<file path="src/rtl/pipe_if_id.sv">
// ---------------------------------------------------------------------------
// pipe_if_id : IF -> ID pipeline stage
//
// Registers the fetched instruction and its pc for decode. Supports stall
// and flush from the hazard unit. A 2-entry skid buffer absorbs fetches that
// are already in flight when a stall arrives. A halt opcode leaving decode
// stops fetch, and the stage then counts the pipeline drain before raising
// a sticky halt_done.
//
// Ports:
//   clk, rst_        clock, asynchronous active-low reset
//   pc_s1, instr_s1  fetched pc / instruction word
//   instr_valid_s1   fetch data valid this cycle
//   stall, flush     hold / squash the ID stage
//   pc_s2, instr_s2  pc / instruction in ID (instr_s2 = 0 for a bubble)
//   pc_plus1_s2      pc_s2 + 1, the link address for jal
//   valid_s2         instr_s2 holds a real instruction
//   fetch_en         load enable for the pc register
//   buf_count        skid buffer occupancy, 0..2
//   halt_pending     a halt has left decode (draining or done)
//   halt_done        drain finished, sticky until reset
//   ovf_err          sticky: a valid fetch arrived while the buffer was full
// ---------------------------------------------------------------------------
module pipe_if_id #(
    parameter int BITS         = 32,
    parameter int OPC_HI       = 31,
    parameter int OPC_LO       = 26,
    parameter logic [OPC_HI-OPC_LO:0] HALT_OPCODE = 6'b111111,
    parameter int DRAIN_CYCLES = 3
) (
    input  logic            clk,
    input  logic            rst_,
    input  logic [BITS-1:0] pc_s1,
    input  logic [BITS-1:0] instr_s1,
    input  logic            instr_valid_s1,
    input  logic            stall,
    input  logic            flush,
    output logic [BITS-1:0] pc_s2,
    output logic [BITS-1:0] pc_plus1_s2,
    output logic [BITS-1:0] instr_s2,
    output logic            valid_s2,
    output logic            fetch_en,
    output logic [1:0]      buf_count,
    output logic            halt_pending,
    output logic            halt_done,
    output logic            ovf_err
);

    localparam int CW = (DRAIN_CYCLES > 1) ? $clog2(DRAIN_CYCLES) : 1;

    typedef enum logic [1:0] {
        RUN   = 2'd0,
        DRAIN = 2'd1,
        DONE  = 2'd2
    } state_t;

    state_t          state;
    logic [CW-1:0]   drain_cnt;
    logic [BITS-1:0] buf_pc    [2];
    logic [BITS-1:0] buf_instr [2];
    logic            halt_in_s2;

    // Entry 0 of the skid buffer is always the head; pops shift entry 1 down.
    assign halt_in_s2   = valid_s2 && (instr_s2[OPC_HI:OPC_LO] == HALT_OPCODE);
    assign pc_plus1_s2  = pc_s2 + BITS'(1);
    assign halt_pending = (state != RUN);

    // Fetch is throttled one cycle early so the fetch already in flight from
    // the one-cycle memory still has a free buffer slot to land in.
    assign fetch_en = (state == RUN) && (buf_count != 2'd2)
                      && !((buf_count == 2'd1) && stall);

    always_ff @(posedge clk or negedge rst_) begin
        if (!rst_) begin
            state        <= RUN;
            drain_cnt    <= '0;
            pc_s2        <= '0;
            instr_s2     <= '0;
            valid_s2     <= 1'b0;
            buf_count    <= 2'd0;
            buf_pc[0]    <= '0;
            buf_pc[1]    <= '0;
            buf_instr[0] <= '0;
            buf_instr[1] <= '0;
            halt_done    <= 1'b0;
            ovf_err      <= 1'b0;
        end else begin
            case (state)
                RUN: begin
                    if (flush) begin
                        // A flush also squashes a halt sitting in ID.
                        buf_count <= 2'd0;
                        valid_s2  <= 1'b0;
                        instr_s2  <= '0;
                    end else if (halt_in_s2 && !stall) begin
                        state     <= DRAIN;
                        drain_cnt <= CW'(DRAIN_CYCLES - 1);
                        buf_count <= 2'd0;
                        valid_s2  <= 1'b0;
                        instr_s2  <= '0;
                    end else if (stall) begin
                        if (instr_valid_s1) begin
                            if (buf_count == 2'd2) begin
                                ovf_err <= 1'b1;
                            end else begin
                                buf_pc[buf_count[0]]    <= pc_s1;
                                buf_instr[buf_count[0]] <= instr_s1;
                                buf_count               <= buf_count + 2'd1;
                            end
                        end
                    end else if (buf_count != 2'd0) begin
                        pc_s2        <= buf_pc[0];
                        instr_s2     <= buf_instr[0];
                        valid_s2     <= 1'b1;
                        buf_pc[0]    <= buf_pc[1];
                        buf_instr[0] <= buf_instr[1];
                        if (instr_valid_s1) begin
                            // Push lands behind whatever remains after the pop.
                            if (buf_count == 2'd1) begin
                                buf_pc[0]    <= pc_s1;
                                buf_instr[0] <= instr_s1;
                            end else begin
                                buf_pc[1]    <= pc_s1;
                                buf_instr[1] <= instr_s1;
                            end
                        end else begin
                            buf_count <= buf_count - 2'd1;
                        end
                    end else if (instr_valid_s1) begin
                        pc_s2    <= pc_s1;
                        instr_s2 <= instr_s1;
                        valid_s2 <= 1'b1;
                    end else begin
                        valid_s2 <= 1'b0;
                        instr_s2 <= '0;
                    end
                end
                DRAIN: begin
                    valid_s2 <= 1'b0;
                    instr_s2 <= '0;
                    if (drain_cnt == '0) begin
                        state     <= DONE;
                        halt_done <= 1'b1;
                    end else begin
                        drain_cnt <= drain_cnt - CW'(1);
                    end
                end
                DONE: begin
                    valid_s2  <= 1'b0;
                    instr_s2  <= '0;
                    halt_done <= 1'b1;
                end
                default: begin
                    state <= RUN;
                end
            endcase
        end
    end

endmodule

</file>
<file path="config.mk">
export PLATFORM = sky130hd
export DESIGN_NAME = pipe_if_id
export DESIGN_NICKNAME = d
export VERILOG_FILES = /design/src/rtl/pipe_if_id.sv
export SDC_FILE = /design/constraint.sdc
export NUM_CORES = 1
export LEC_CHECK = 0
export BUFFER_PORTS_ARGS = -buffer_cell sky130_fd_sc_hd__buf_2
export CAP_MARGIN = 20
export CORE_MARGIN = 2
export CORE_UTILIZATION = 51
export DETAILED_ROUTE_END_ITERATION = 12
export GPL_TIMING_DRIVEN = 0
export PLACE_DENSITY = 0.75
export SYNTH_ARGS = -nofsm -noshare
export SYNTH_HDL_FRONTEND = slang
export SYNTH_SLANG_ARGS = --single-unit
export TNS_END_PERCENT = 1
</file>
<file path="constraint.sdc">
create_clock -name clk -period 2.15 [get_ports clk]
set_clock_uncertainty 0.05 [all_clocks]
set_input_delay 0.43 -clock clk [delete_from_list [all_inputs] [get_ports clk]]
set_output_delay 0.43 -clock clk [all_outputs]
set_load 0.1 [all_outputs]
</file>
* Yosys cells after proc, flatten, opt, wreduce, memory -nomap -nowiden
Cells that the tools add are included.
** Word-level totals
- Register bits :: 201
- Latch bits :: 0
- Memory bits (writable) :: 0
- ROM bits :: 0
- Input bits :: 69
- Output and inout port bits :: 103
- Memories kept :: 0
** Cells by class
- Add/subtract/negate cells :: 4
- Multipliers :: 0
- Divide/modulo/power cells :: 0
- Order comparisons :: 2
- Equality and inequality tests :: 18
- Shifts and indexed selects :: 0
- Mux-type cells :: 49
- Bitwise gates (word level) :: 5
- Reductions and logical operators :: 28
** Operators by type and width (number)
- $mux 64 :: 10
- $mux 32 :: 12
- $bwmux 64 :: 2
- $pmux 32 s2 :: 1
- $add 32x1->32 const B :: 1
- $demux 32 s1 :: 1
- $mux 2 :: 13
- $ne 2x2->1 const B :: 8
- $reduce_bool 2->1 :: 7
- $reduce_and 6->1 :: 2
- $reduce_and 5->1 :: 2
- $reduce_and 4->1 :: 2
- $reduce_and 8->1 :: 1
- $eq 6x6->1 const B :: 1
- $logic_and 1x1->1 :: 6
- $mux 1 :: 6
- $pmux 2 s3 :: 1
- $eq 2x1->1 const B :: 2
- $eq 2x2->1 const B :: 2
- $logic_not 2->1 :: 2
- $ne 4x1->1 const B :: 1
- $ne 4x2->1 const B :: 1
- $ne 4x3->1 const B :: 1
- $ne 4x4->1 const B :: 1
- 13 further kinds :: 20

* Longest topological paths before layout
- Depth after elaboration :: 9
- Mapped depth :: 8

* Worst setup path before layout
OpenSTA, ideal clock, no wires.
- Kind :: register to output
- Start :: register buf_count[0]
- End :: output port fetch_en
- Arrival :: 3809 ps
- Setup slack :: -2139 ps
- Cell stages (with the launch flop) :: 4
- Buffers on the path :: 0
- Path through :: dfrtp_1 > inv_1 > ha_1 > a211oi_1
** Between the ends
- Word-level cells in the longest chain between the ends :: 4
** Ends and longest elaborated chain
- from (decl) :: RTL line 43 : output logic [1:0] buf_count,
- from (signal assigned) :: RTL line 108 : buf_count <= buf_count + 2'd1;
- from (signal assigned) :: RTL line 127 : buf_count <= buf_count - 2'd1;
- $eq 2x1->1 :: RTL line 71 : && !((buf_count == 2'd1) && stall);
- $logic_and 1x1->1 :: RTL line 71
- $logic_not 1->1 :: RTL line 71
- $logic_and 1x1->1 (*) :: RTL line 71
- to (decl) :: RTL line 42 : output logic fetch_en,
Every way passes the cells marked *; elsewhere a longest branch is shown, timed or not.

* Final worst setup path
- Start :: register pc_s2[19]
- End :: output port pc_plus1_s2[28]
** Between the ends
- Word-level cells in the longest chain between the ends :: 1
** Ends and longest elaborated chain
- from (decl) :: RTL line 38 : output logic [BITS-1:0] pc_s2,
- from (signal assigned) :: RTL line 112 : pc_s2 <= buf_pc[0];
- from (signal assigned) :: RTL line 130 : pc_s2 <= pc_s1;
- $add 32x1->32 :: RTL line 65 : assign pc_plus1_s2 = pc_s2 + BITS'(1);
- to (decl) :: RTL line 39 : output logic [BITS-1:0] pc_plus1_s2,
No other way between the ends.

==> flow_summary_export.csv <==
group,metric,value,unit
drt,dr.first_iter.drc_count,398,
grt,gr-total-overflow,0,
final_layout,final_cells,1462,
timing,layout_setup_ws,-621.2,ps
flow_run,maxCapViolCount,0,
clock_network,clk_pin_slew_worst_paths,60,ps
critical_path,rr_worst_depth,7,
clock_network,cts-buffers-inserted,21,
critical_path,path_cells,"nand4_1, nor4_4, buf_4, nand4_1, xnor2_4, buf_12",
final_layout,area.growth.synth_to_final,33.54,%
synth,syn-num-nets,1040,
drt,routedWlPerCell,17.45,um
timing,tightest_slew,670.5,ps
die,core,19530,um^2
critical_path,cp-start-kind,"flop",
clock_network,root_buffer,"clkbuf_16",
final_layout,final_area,13600,um^2
critical_path,critPathSlowestCell,"dfrtp_4",
clock_network,clk_path_buf_depth,3,
final_layout,drive_gt1_share,35.37,%
timing,rsz0062_at_grt,"true",
grt,grt_pass1_wl,42.49,mm
synth,synth_flop_cell,"dfrtp_1",
timing,finalHoldViolCount,0,
clock_network,clk_latency,500,ps
worst_hold_path,min_path_cells,3,
placement,placed_area,12050,um^2
final_layout,seq_area,5124,um^2
synth,synth_edf_count,0,
synth,synth-seq-area-share,49.39,%
die,dieWidth,145.3,um
placement,port_buffers,170,
die,die_h,145.3,um
die,initial_core_util,52.15,%
timing,fin_crit,2771,ps
worst_hold_path,hp-class,"in2reg",
timing,period_share,128.9,%
synth,syn_area_per_cell,10.59,um^2
critical_path,worstSetupPathType,"reg2out",
critical_path,critPathRequiredTime,1670,ps
clock_network,clkSinkCount,201,
drt,dr.pass1.iters,5,
grt,grt_antenna_before_repair,0,
synth,synthArstFlopShare,100.0,%
grt,grt_pass1_vias,8092,
status,violations,"negative setup slack",
status,outcome,"finished, violations left",
synth,netlist_area,10180,um^2
synth,syn_inst,962,
placement,post-place-ws,-509.5,ps
critical_path,cp_common_cell,"nand4_1",
final_layout,finish.utilization,69.65,%
final_layout,multiInputGateArea,5236,um^2
synth,yosysTopAreaCell,"dfrtp_1",
die,pin_count,172,
drt,vias,7866,
synth,ys_top_cells_by_area,"dfrtp_1, mux2i_1, mux2_2",
die,die_area,21110,um^2
die,rows,51,
synth,ys_seq_elements,201,
placement,dpl.cell_count,1398,
synth,netlist.area_leader.share,49.39,%
final_layout,fillers,1418,
synth,yosysWarnings,0,
timing,drv_slew,0,
grt,grtUsageTotal,24.26,%
clock_network,h-tree-depth,1,
synth,yosysUniqueCellTypes,49,
drt,finalWirelength,25.51,mm
critical_path,cpPeakStageDelay,460,ps
timing,clock.fmax,360.9,MHz
critical_path,cp-end-kind,"output port",
grt,grt_max_degree,120,
drt,post_drt_via_cell_ratio,5.380,
timing,slew-limit-headroom,55.30,%
clock_network,cts_tree,"done",
timing,finalSetupViolCount,89,
placement,gp_congestion,0.8093,
placement,dp_hpwl,17.19,mm
critical_path,critPathArrivalTime,2290,ps
drt,antenna_left,0,
drt,drc,0,
final_layout,final_nets,1259,
critical_path,crit_fanout,5,
[worst max-delay path, delay by kind of cell (launching register included)]
family        cells  cell delay, ps
xor+xnor          1             260
buf+inv           2             370
flops             1             460
simple gates      3             690
[routing by layer]
layer	track usage [%]	up-vias	wire length, um
met1	33.31	3865	11470
li1	-	3757	-
met3	4.340	35	1455
met2	40.76	209	12160
met4	5.098	0	431
met5	0	-	0
[layout make-up]
| class | count | share of cell area, % |
|---|---|---|
| sequential | 201 | 37.68 |
| tap | 265 | 2.438 |
| antenna | 1 | 0.01840 |
| inverter | 75 | 2.089 |
| timing repair buffer | 196 | 11.00 |
| clock buffer | 30 | 4.481 |
| buffer | 59 | 2.714 |
| multi-input combinational | 627 | 38.50 |
| clock inverter | 8 | 1.076 |
[kinds of logic after synthesis]
| family | count (synthesis) | share of synthesized area (%) |
|---|---|---|
| AND/OR/NAND/NOR | 237 | 11.28 |
| flip-flops | 201 | 49.39 |
| AO/OA/AOI/OAI | 187 | 12.18 |
| multiplexers | 163 | 17.23 |
| buffers and inverters | 134 | 6.156 |
| XOR/XNOR | 31 | 2.666 |
| adder cells (fa/ha/maj) | 9 | 1.106 |
[stage by stage]
| stage | TNS [ps] | hold slack [ps] |
|---|---|---|
| 3_5_place_dp | -39190 | 410.5 |
| 2_1_floorplan | -78190 | 84.41 |
| 4_1_cts | -20240 | 129.2 |
| 6_report | -20360 | 138.9 |
| 5_1_grt | -30750 | 143.8 |
| 3_3_place_gp | -613410 | 401.2 |
[sequential cells by signal, summed over array words and instances, names as in the netlist]
name and cells:
buf_count 2, buf_instr 64, buf_pc 64, drain_cnt 2, halt_done 1, instr_s2 32
ovf_err 1, pc_s2 32, state 2, valid_s2 1
[worst paths after layout]
check	slack, ps	start	endpoint
max	-620	pc_s2[19]	pc_plus1_s2[28]
min	140	instr_s1[20]	buf_instr[20]
max reg2reg	-150	buf_count[0]	buf_instr[36]
min reg2reg	430	instr_s2[3]	instr_s2[3]
max in group asynchronous	450	rst_	pc_s2[9]
min in group asynchronous	450	rst_	instr_s2[12]
[cell usage in the layout (no fill, tap or decap), drive strengths merged, types with 3 or more instances in the layout]
cell type  netlist  routed
nand3           15      15
a22o            65      65
xor2             8       8
mux2            65      65
nor2b           35      35
and3             8       8
xnor2           23      23
nor4             3       3
a21oi           40      40
nor2             8       8
ha               9       9
inv             75      76
mux2i           98      98
nand4           11      11
and4             3       3
a31oi            3       3
buf             27     223
nor3             6       6
o21ai           68      68
nand2          140     140
clkbuf          32      61
bufinv           0       4
dfrtp          201     201
[what timing repair did]
| action | CTS | global route |
|---|---|---|
| buffers inserted | 13 | 11 |
| gates resized for setup | 155 | 16 |
| endpoints found under the setup margin | 219 | 215 |
| endpoints found under the hold margin | 82 | 0 |
| hold buffers | 1 | 0 |
| pin swaps | 17 | 13 |
[cells in the mapped netlist, drive strengths merged, types with 2 or more instances]
master and instances:
nand4 11, mux2i 98, nor4 3, nand2 140, clkbuf 32, xnor2 23, a21oi 40, buf 27
xor2 8, nor2 8, and4 3, inv 75, and3 8, nor3 6, nand3 15, nor2b 35
a22o 65, dfrtp 201, o22ai 2, o21ai 68, a31oi 3, ha 9, mux2 65
Power is left out: the tool's default activity adds up to more than one toggle a clock period on the data nets, which glitch-free logic cannot reach.
